`src/rtl/level_counter_pkg.sv`:
```
`default_nettype none
// ============================================================================
// level_counter_pkg : count modes and default parameters for level_counter_bank
// Rev 1.0
// ============================================================================
package level_counter_pkg;

  typedef enum logic [1:0] {
    MODE_LEVEL = 2'b00,
    MODE_EDGE  = 2'b01,
    MODE_WIDTH = 2'b10,
    MODE_RSVD  = 2'b11
  } mode_t;

  localparam int DEF_N_CH        = 4;
  localparam int DEF_COUNT_BITS  = 8;
  localparam int DEF_CLK_FREQ_HZ = 100_000_000;
  localparam int DEF_TICK_HZ     = 2;
  localparam int DEF_SATURATE    = 1;

endpackage
`default_nettype wire

```
`src/rtl/lvc_channel.sv`:
```
`default_nettype none
// ============================================================================
// lvc_channel : one input channel - synchroniser, edge detect, count/width logic
// Rev 1.0
// ============================================================================
module lvc_channel
  import level_counter_pkg::*;
#(
  parameter int COUNT_BITS = DEF_COUNT_BITS,
  parameter int SATURATE   = DEF_SATURATE
) (
  input  logic                  clk,
  input  logic                  rst,
  input  logic                  lv_in,
  input  mode_t                 mode,
  input  logic                  tick,
  input  logic                  clear,
  output logic [COUNT_BITS-1:0] count,
  output logic                  ovf,
  output logic                  done
);

  localparam logic [COUNT_BITS-1:0] ALL_ONES = '1;

  logic                  sync_a;
  logic                  lv_s;
  logic                  lv_s_d;
  logic                  rise;
  logic                  fall;
  logic                  count_inc;
  logic                  acc_inc;
  logic                  capture;
  logic [COUNT_BITS-1:0] acc;

  function automatic logic [COUNT_BITS-1:0] bump(input logic [COUNT_BITS-1:0] v);
    if (v == ALL_ONES)
      return (SATURATE != 0) ? ALL_ONES : '0;
    return v + 1'b1;
  endfunction

  always_ff @(posedge clk or posedge rst) begin
    if (rst) begin
      sync_a <= 1'b0;
      lv_s   <= 1'b0;
      lv_s_d <= 1'b0;
    end else begin
      sync_a <= lv_in;
      lv_s   <= sync_a;
      lv_s_d <= lv_s;
    end
  end

  assign rise = lv_s & ~lv_s_d;
  assign fall = ~lv_s & lv_s_d;

  // Reserved mode falls through to level counting; on a fall cycle lv_s is
  // already 0, so a coincident tick never reaches the accumulator.
  assign count_inc = (mode == MODE_EDGE) ? rise
                   : ((mode != MODE_WIDTH) && tick && lv_s);
  assign acc_inc   = (mode == MODE_WIDTH) && tick && lv_s;
  assign capture   = (mode == MODE_WIDTH) && fall;

  always_ff @(posedge clk or posedge rst) begin
    if (rst) begin
      count <= '0;
      acc   <= '0;
      ovf   <= 1'b0;
      done  <= 1'b0;
    end else if (clear) begin
      count <= '0;
      acc   <= '0;
      ovf   <= 1'b0;
      done  <= 1'b0;
    end else begin
      done <= 1'b0;
      if (count_inc) begin
        count <= bump(count);
        if (count == ALL_ONES)
          ovf <= 1'b1;
      end
      if (capture) begin
        count <= acc;
        acc   <= '0;
        done  <= 1'b1;
      end else if (acc_inc) begin
        acc <= bump(acc);
        if (acc == ALL_ONES)
          ovf <= 1'b1;
      end
    end
  end

endmodule
`default_nettype wire

```
`src/rtl/level_counter_bank.sv`:
```
`default_nettype none
// ============================================================================
// level_counter_bank : tick generator, shared mode register and N_CH channels
// Rev 1.0
// ============================================================================
module level_counter_bank
  import level_counter_pkg::*;
#(
  parameter int N_CH        = DEF_N_CH,
  parameter int COUNT_BITS  = DEF_COUNT_BITS,
  parameter int CLK_FREQ_HZ = DEF_CLK_FREQ_HZ,
  parameter int TICK_HZ     = DEF_TICK_HZ,
  parameter int SATURATE    = DEF_SATURATE
) (
  input  logic                       CLK100MHZ,
  input  logic                       reset,
  input  logic [N_CH-1:0]            lv_in,
  input  logic [1:0]                 mode,
  input  logic [N_CH-1:0]            clear,
  output logic [N_CH*COUNT_BITS-1:0] hold_count,
  output logic [N_CH-1:0]            ovf,
  output logic [N_CH-1:0]            done,
  output logic                       tick
);

  // DIV must be at least 2 so that the tick counter idles at 0 out of reset.
  localparam int             DIV       = CLK_FREQ_HZ / TICK_HZ;
  localparam int             TW        = (DIV > 1) ? $clog2(DIV) : 1;
  localparam logic [TW-1:0]  TICK_LAST = TW'(DIV - 1);

  logic [TW-1:0] tick_cnt;
  mode_t         mode_q;
  logic          mode_chg;

  always_ff @(posedge CLK100MHZ or posedge reset) begin
    if (reset)
      tick_cnt <= '0;
    else if (tick_cnt == TICK_LAST)
      tick_cnt <= '0;
    else
      tick_cnt <= tick_cnt + 1'b1;
  end

  assign tick = (tick_cnt == TICK_LAST);

  always_ff @(posedge CLK100MHZ or posedge reset) begin
    if (reset)
      mode_q <= MODE_LEVEL;
    else
      mode_q <= mode_t'(mode);
  end

  // Channels keep running in the registered mode; a mode switch wipes them
  // during the switch cycle so the new mode starts from a clean state.
  assign mode_chg = (mode != mode_q);

  for (genvar i = 0; i < N_CH; i++) begin : g_ch
    lvc_channel #(
      .COUNT_BITS (COUNT_BITS),
      .SATURATE   (SATURATE)
    ) u_ch (
      .clk   (CLK100MHZ),
      .rst   (reset),
      .lv_in (lv_in[i]),
      .mode  (mode_q),
      .tick  (tick),
      .clear (clear[i] | mode_chg),
      .count (hold_count[i*COUNT_BITS +: COUNT_BITS]),
      .ovf   (ovf[i]),
      .done  (done[i])
    );
  end

endmodule
`default_nettype wire

```
`config.mk`:
```
export PLATFORM = sky130hd
export DESIGN_NAME = level_counter_bank
export DESIGN_NICKNAME = d
export VERILOG_FILES = /design/src/rtl/level_counter_pkg.sv /design/src/rtl/lvc_channel.sv /design/src/rtl/level_counter_bank.sv
export SDC_FILE = /design/constraint.sdc
export NUM_CORES = 1
export LEC_CHECK = 0
export ABC_AREA = 1
export ABC_CLOCK_PERIOD_IN_PS = 2100
export BUFFER_PORTS_ARGS = -buffer_cell sky130_fd_sc_hd__buf_2
export CAP_MARGIN = 0
export CORE_MARGIN = 1
export CORE_UTILIZATION = 50
export CTS_CLUSTER_SIZE = 12
export DETAILED_ROUTE_END_ITERATION = 10
export PLACE_DENSITY = 0.78
export SETUP_SLACK_MARGIN = 0.15
export SYNTH_ARGS = -nofsm -noshare
export SYNTH_HDL_FRONTEND = slang
export SYNTH_HIERARCHICAL = 1
export SYNTH_SLANG_ARGS = --single-unit
```
`constraint.sdc`:
```
create_clock -name CLK100MHZ -period 2.1 [get_ports CLK100MHZ]
set_clock_uncertainty 0.05 [all_clocks]
set_input_delay 0.21 -clock CLK100MHZ [delete_from_list [all_inputs] [get_ports CLK100MHZ]]
set_output_delay 0.21 -clock CLK100MHZ [all_outputs]
set_load 0.01 [all_outputs]
```
==> metrics.md <==
| Metric | Value |
|---|---|
| Starting Density | 51.35% |
| DR vias | 6,547 |
| Top_reg_cell synth | dfrtp_1 |
| Post-synthesis cell type count | 29 |
| Crit end category | register |
| Busiest metal layer after global routing | met2 |
| Largest net degree at the start of global routing | 29 |
| Final period util | 100.1% |
| Tightest Pin Transition | 858.4 ps |
| Clk buf depth | 2 |
| Failing checks | negative setup slack |
| Net Count, Synth | 946 |
| Post-route ant nets | 0 |
| Placed Cells | roughly 1,200 |
| Core Rows | 42 |
| Mapped Cells | 924 |
| Final core utilization | 63.62% |
| GP Congestion | a little under 0.9 |
| Final hold viol count | 0 |
| GRT Overall Usage | 23.68% |
| Critical Path Start Type | register |
| Max-cap violations | 0 |
| Setup tns final | -1.400 ps |
| HP Class | in2reg |
| Data required, critical path | 2290 ps |
| Port bufs | 52 |
| RSZ-0062 raised after global routing | yes |
| DR pass1 iterations | 5 |
| WHS | 269.3 ps |
| Number of remaining DRC errors | 0 |
| Area Growth Syn to Fin | 23.90% |
| Yosys reg bits | roughly 110 |
| Final Instance Count excl. Fillers | 1,219 |
| Leak Pwr | just over 0.004 uW |
| Clk_lat worst skew | 360 ps |
| Drt via density | 5.371 |
| CTS H-Tree Depth | 3 |
| First-pass GRT wire length | 27.25 mm |
| Status | finished, violations left |
| VDD IR max | between 0.0003 and 0.0004 V |
| Kind of critical path | reg2reg |
| Syn_area_per_cell | 7.360 um2 |
| Met1 Usage GRT | 33.58% |
| Synth area leaders | dfrtp_1, nand2_1, nand3_1 |
| Fin crit period | between 2000 and 2500 ps |
| Final setup viols | 1 |
| Critical-path maximum fanout | 7 |
| Post-synth EDFFs | 0 |
| DRT iter0 DRCs | between 600 and 700 |
| TritonCTS buffer count | 9 |
| DR WL/cell | 13.55 um |
| Root Driver | clkbuf_16 |
| Synth top area share | 41.21% |
| Power density over the cells | 531.1 nW/um2 |
| IO Count | 53 |
| GR Util met3 | 2.558% |
| Die area | 14,070 um2 |
| DIE HEIGHT | 118.6 um |
| Worst setup margin | -1.400 ps |
| Yosys top cell by area | dfrtp_1 |
| WL final | roughly 17 mm |
| Crit path DAT | 2290 ps |
| Post-synthesis sequential area ratio | between 40% and 50% |
| Layout cells sized above 1 | 22.82% |
| Vias in the first global route | a little under 6,000 |
| Clock slew at reported path FFs | 70 ps |
| Chip width | 118.6 um |
| Slew Viols, Final | 0 |
| Layout Nets | 1,060 |
| DP Wirelength | approximately 11 mm |
| Fmax | 475.9 MHz |
| Max transition margin | 42.71% |
| Syn Std Cell Area | between 6000 and 7000 um2 |
| TritonCTS clock tree | done |
| CTS sink count | 112 |
| Fill count | roughly 1,100 |
| Ant diodes | 0 |
| Ys async rst share | 100.0% |
| Core Box Area | 13,240 um2 |
| Initial antenna violation count | 0 |
| Synth warnings | 6 |
| Met2 GRT Util | ~38% |
| Gr ovfl total | 0 |
logic make-up after synthesis:
family	synth area share, %
simple gates	38.77
flops	41.21
xor+xnor	2.834
fa+ha+maj	1.840
compound gates	8.500
buf+inv	6.845
final cells by class:
type | instances | area, um2 | area share, %
multi-input cells | 694 | 3897 | 46.26
flip-flops and latches | 112 | 2804 | 33.28
repair buffers | 100 | 711.9 | 8.450
inverters | 121 | 459.2 | 5.450
clock buffers | 12 | 256.5 | 3.044
well taps | 176 | 220.2 | 2.614
clock inverters | 4 | 76.32 | 0.9059
final timing paths:
| kind | start | end | slack, ps | cells after the start |
|---|---|---|---|---|
| min in group asynchronous | reset | g_ch[1].u_ch/count[2]$_DFFE_PP0P_ | 440 | 4 |
| worst max-delay path | tick_cnt[18]$_DFF_PP0_ | g_ch[1].u_ch/count[7]$_DFFE_PP0P_ | -1 | 13 |
| worst min-delay path | clear[0] | g_ch[0].u_ch/ovf$_DFF_PP0_ | 270 | 4 |
| max in group asynchronous | reset | g_ch[0].u_ch/acc[1]$_DFFE_PP0P_ | 880 | 3 |
| worst max register to register | tick_cnt[18]$_DFF_PP0_ | g_ch[1].u_ch/count[7]$_DFFE_PP0P_ | -1 | 13 |
| worst min register to register | g_ch[3].u_ch/sync_a$_DFF_PP0_ | g_ch[3].u_ch/lv_s$_DFF_PP0_ | 300 | 0 |
through the flow:
stage | setup slack [ps] | cell area (um2) | power [uW]
finish | -1.400 | 8426 | 4475
global route | -163.9 | 8426 | 4620
global placement | 47.77 | 7527 | 2542
floorplan | 143.0 | 6873 | 2448
CTS | 9.822 | 8158 | 4482
detailed placement | -49.16 | 7527 | 2546
synth_stat cells (2+ instances only):
master	n
a21oi_1	17
a21oi_2	4
and2_1	2
dfrtp_1	112
ha_1	10
inv_1	113
inv_2	8
nand2_1	244
nand2_2	18
nand3_1	100
nand3_2	5
nand3_4	4
nand4_1	38
nor2_1	107
nor2_2	10
nor2_4	9
nor2_8	4
nor3_1	5
o21ai_0	64
o21bai_1	15
o22ai_1	4
or2_1	4
xnor2_1	8
xor2_1	14
routing by layer:
| layer | vias to the layer above | routed length [um] | part of all wire [%] |
|---|---|---|---|
| li1 | 3235 | - | - |
| met5 | - | 0 | 0 |
| met4 | 0 | 262 | 1.6 |
| met1 | 3104 | 7655 | 46 |
| met2 | 188 | 7896 | 48 |
| met3 | 20 | 702 | 4.3 |
cells in the final DEF, fill, tap and decap left out, types with 15 or more instances in the layout:
master	instances
o21ai_1	38
dfrtp_1	111
nand4_1	38
nand2_2	22
buf_2	51
inv_1	110
nor2_1	97
nand2_1	236
nand3_1	77
buf_4	30
nand3_2	22
nor2_2	15
o21ai_0	17
where the power goes:
group / internal (uW) / total, uW / leakage [uW] / switching, uW
clock: 1110 / 1910 / 0.000159 / 795
combinational: 110 / 357 / 0.00249 / 246
sequential: 2180 / 2210 / 0.00151 / 27.4
what timing repair did:
item	CTS	global route
setup endpoints to repair	69	69
cloned	3	1
resized for setup	74	50
pin swaps	45	37
buffers inserted	11	7
hold endpoints to repair	76	0
hold buffers	7	0
worst max-delay path, stage by stage (launching register included):
cell	delay, ps
dfrtp_1	380
inv_1	80
nand2_1	50
nor2_1	180
nand2_1	120
nor3_4	260
buf_12	180
buf_6	100
inv_2	30
nand2_2	60
nand3_4	140
nand2_4	140
nor2_1	50
o21bai_1	140
sequential cells by signal, indices dropped and copies added, names as in the netlist:
name,flops
mode_q,2
g_ch.u_ch/sync_a,4
tick_cnt,26
g_ch.u_ch/count,32
g_ch.u_ch/acc,32
g_ch.u_ch/done,4
g_ch.u_ch/lv_s,4
g_ch.u_ch/lv_s_d,4
g_ch.u_ch/ovf,4
No activity file was read; power rests on OpenSTA's default activity.
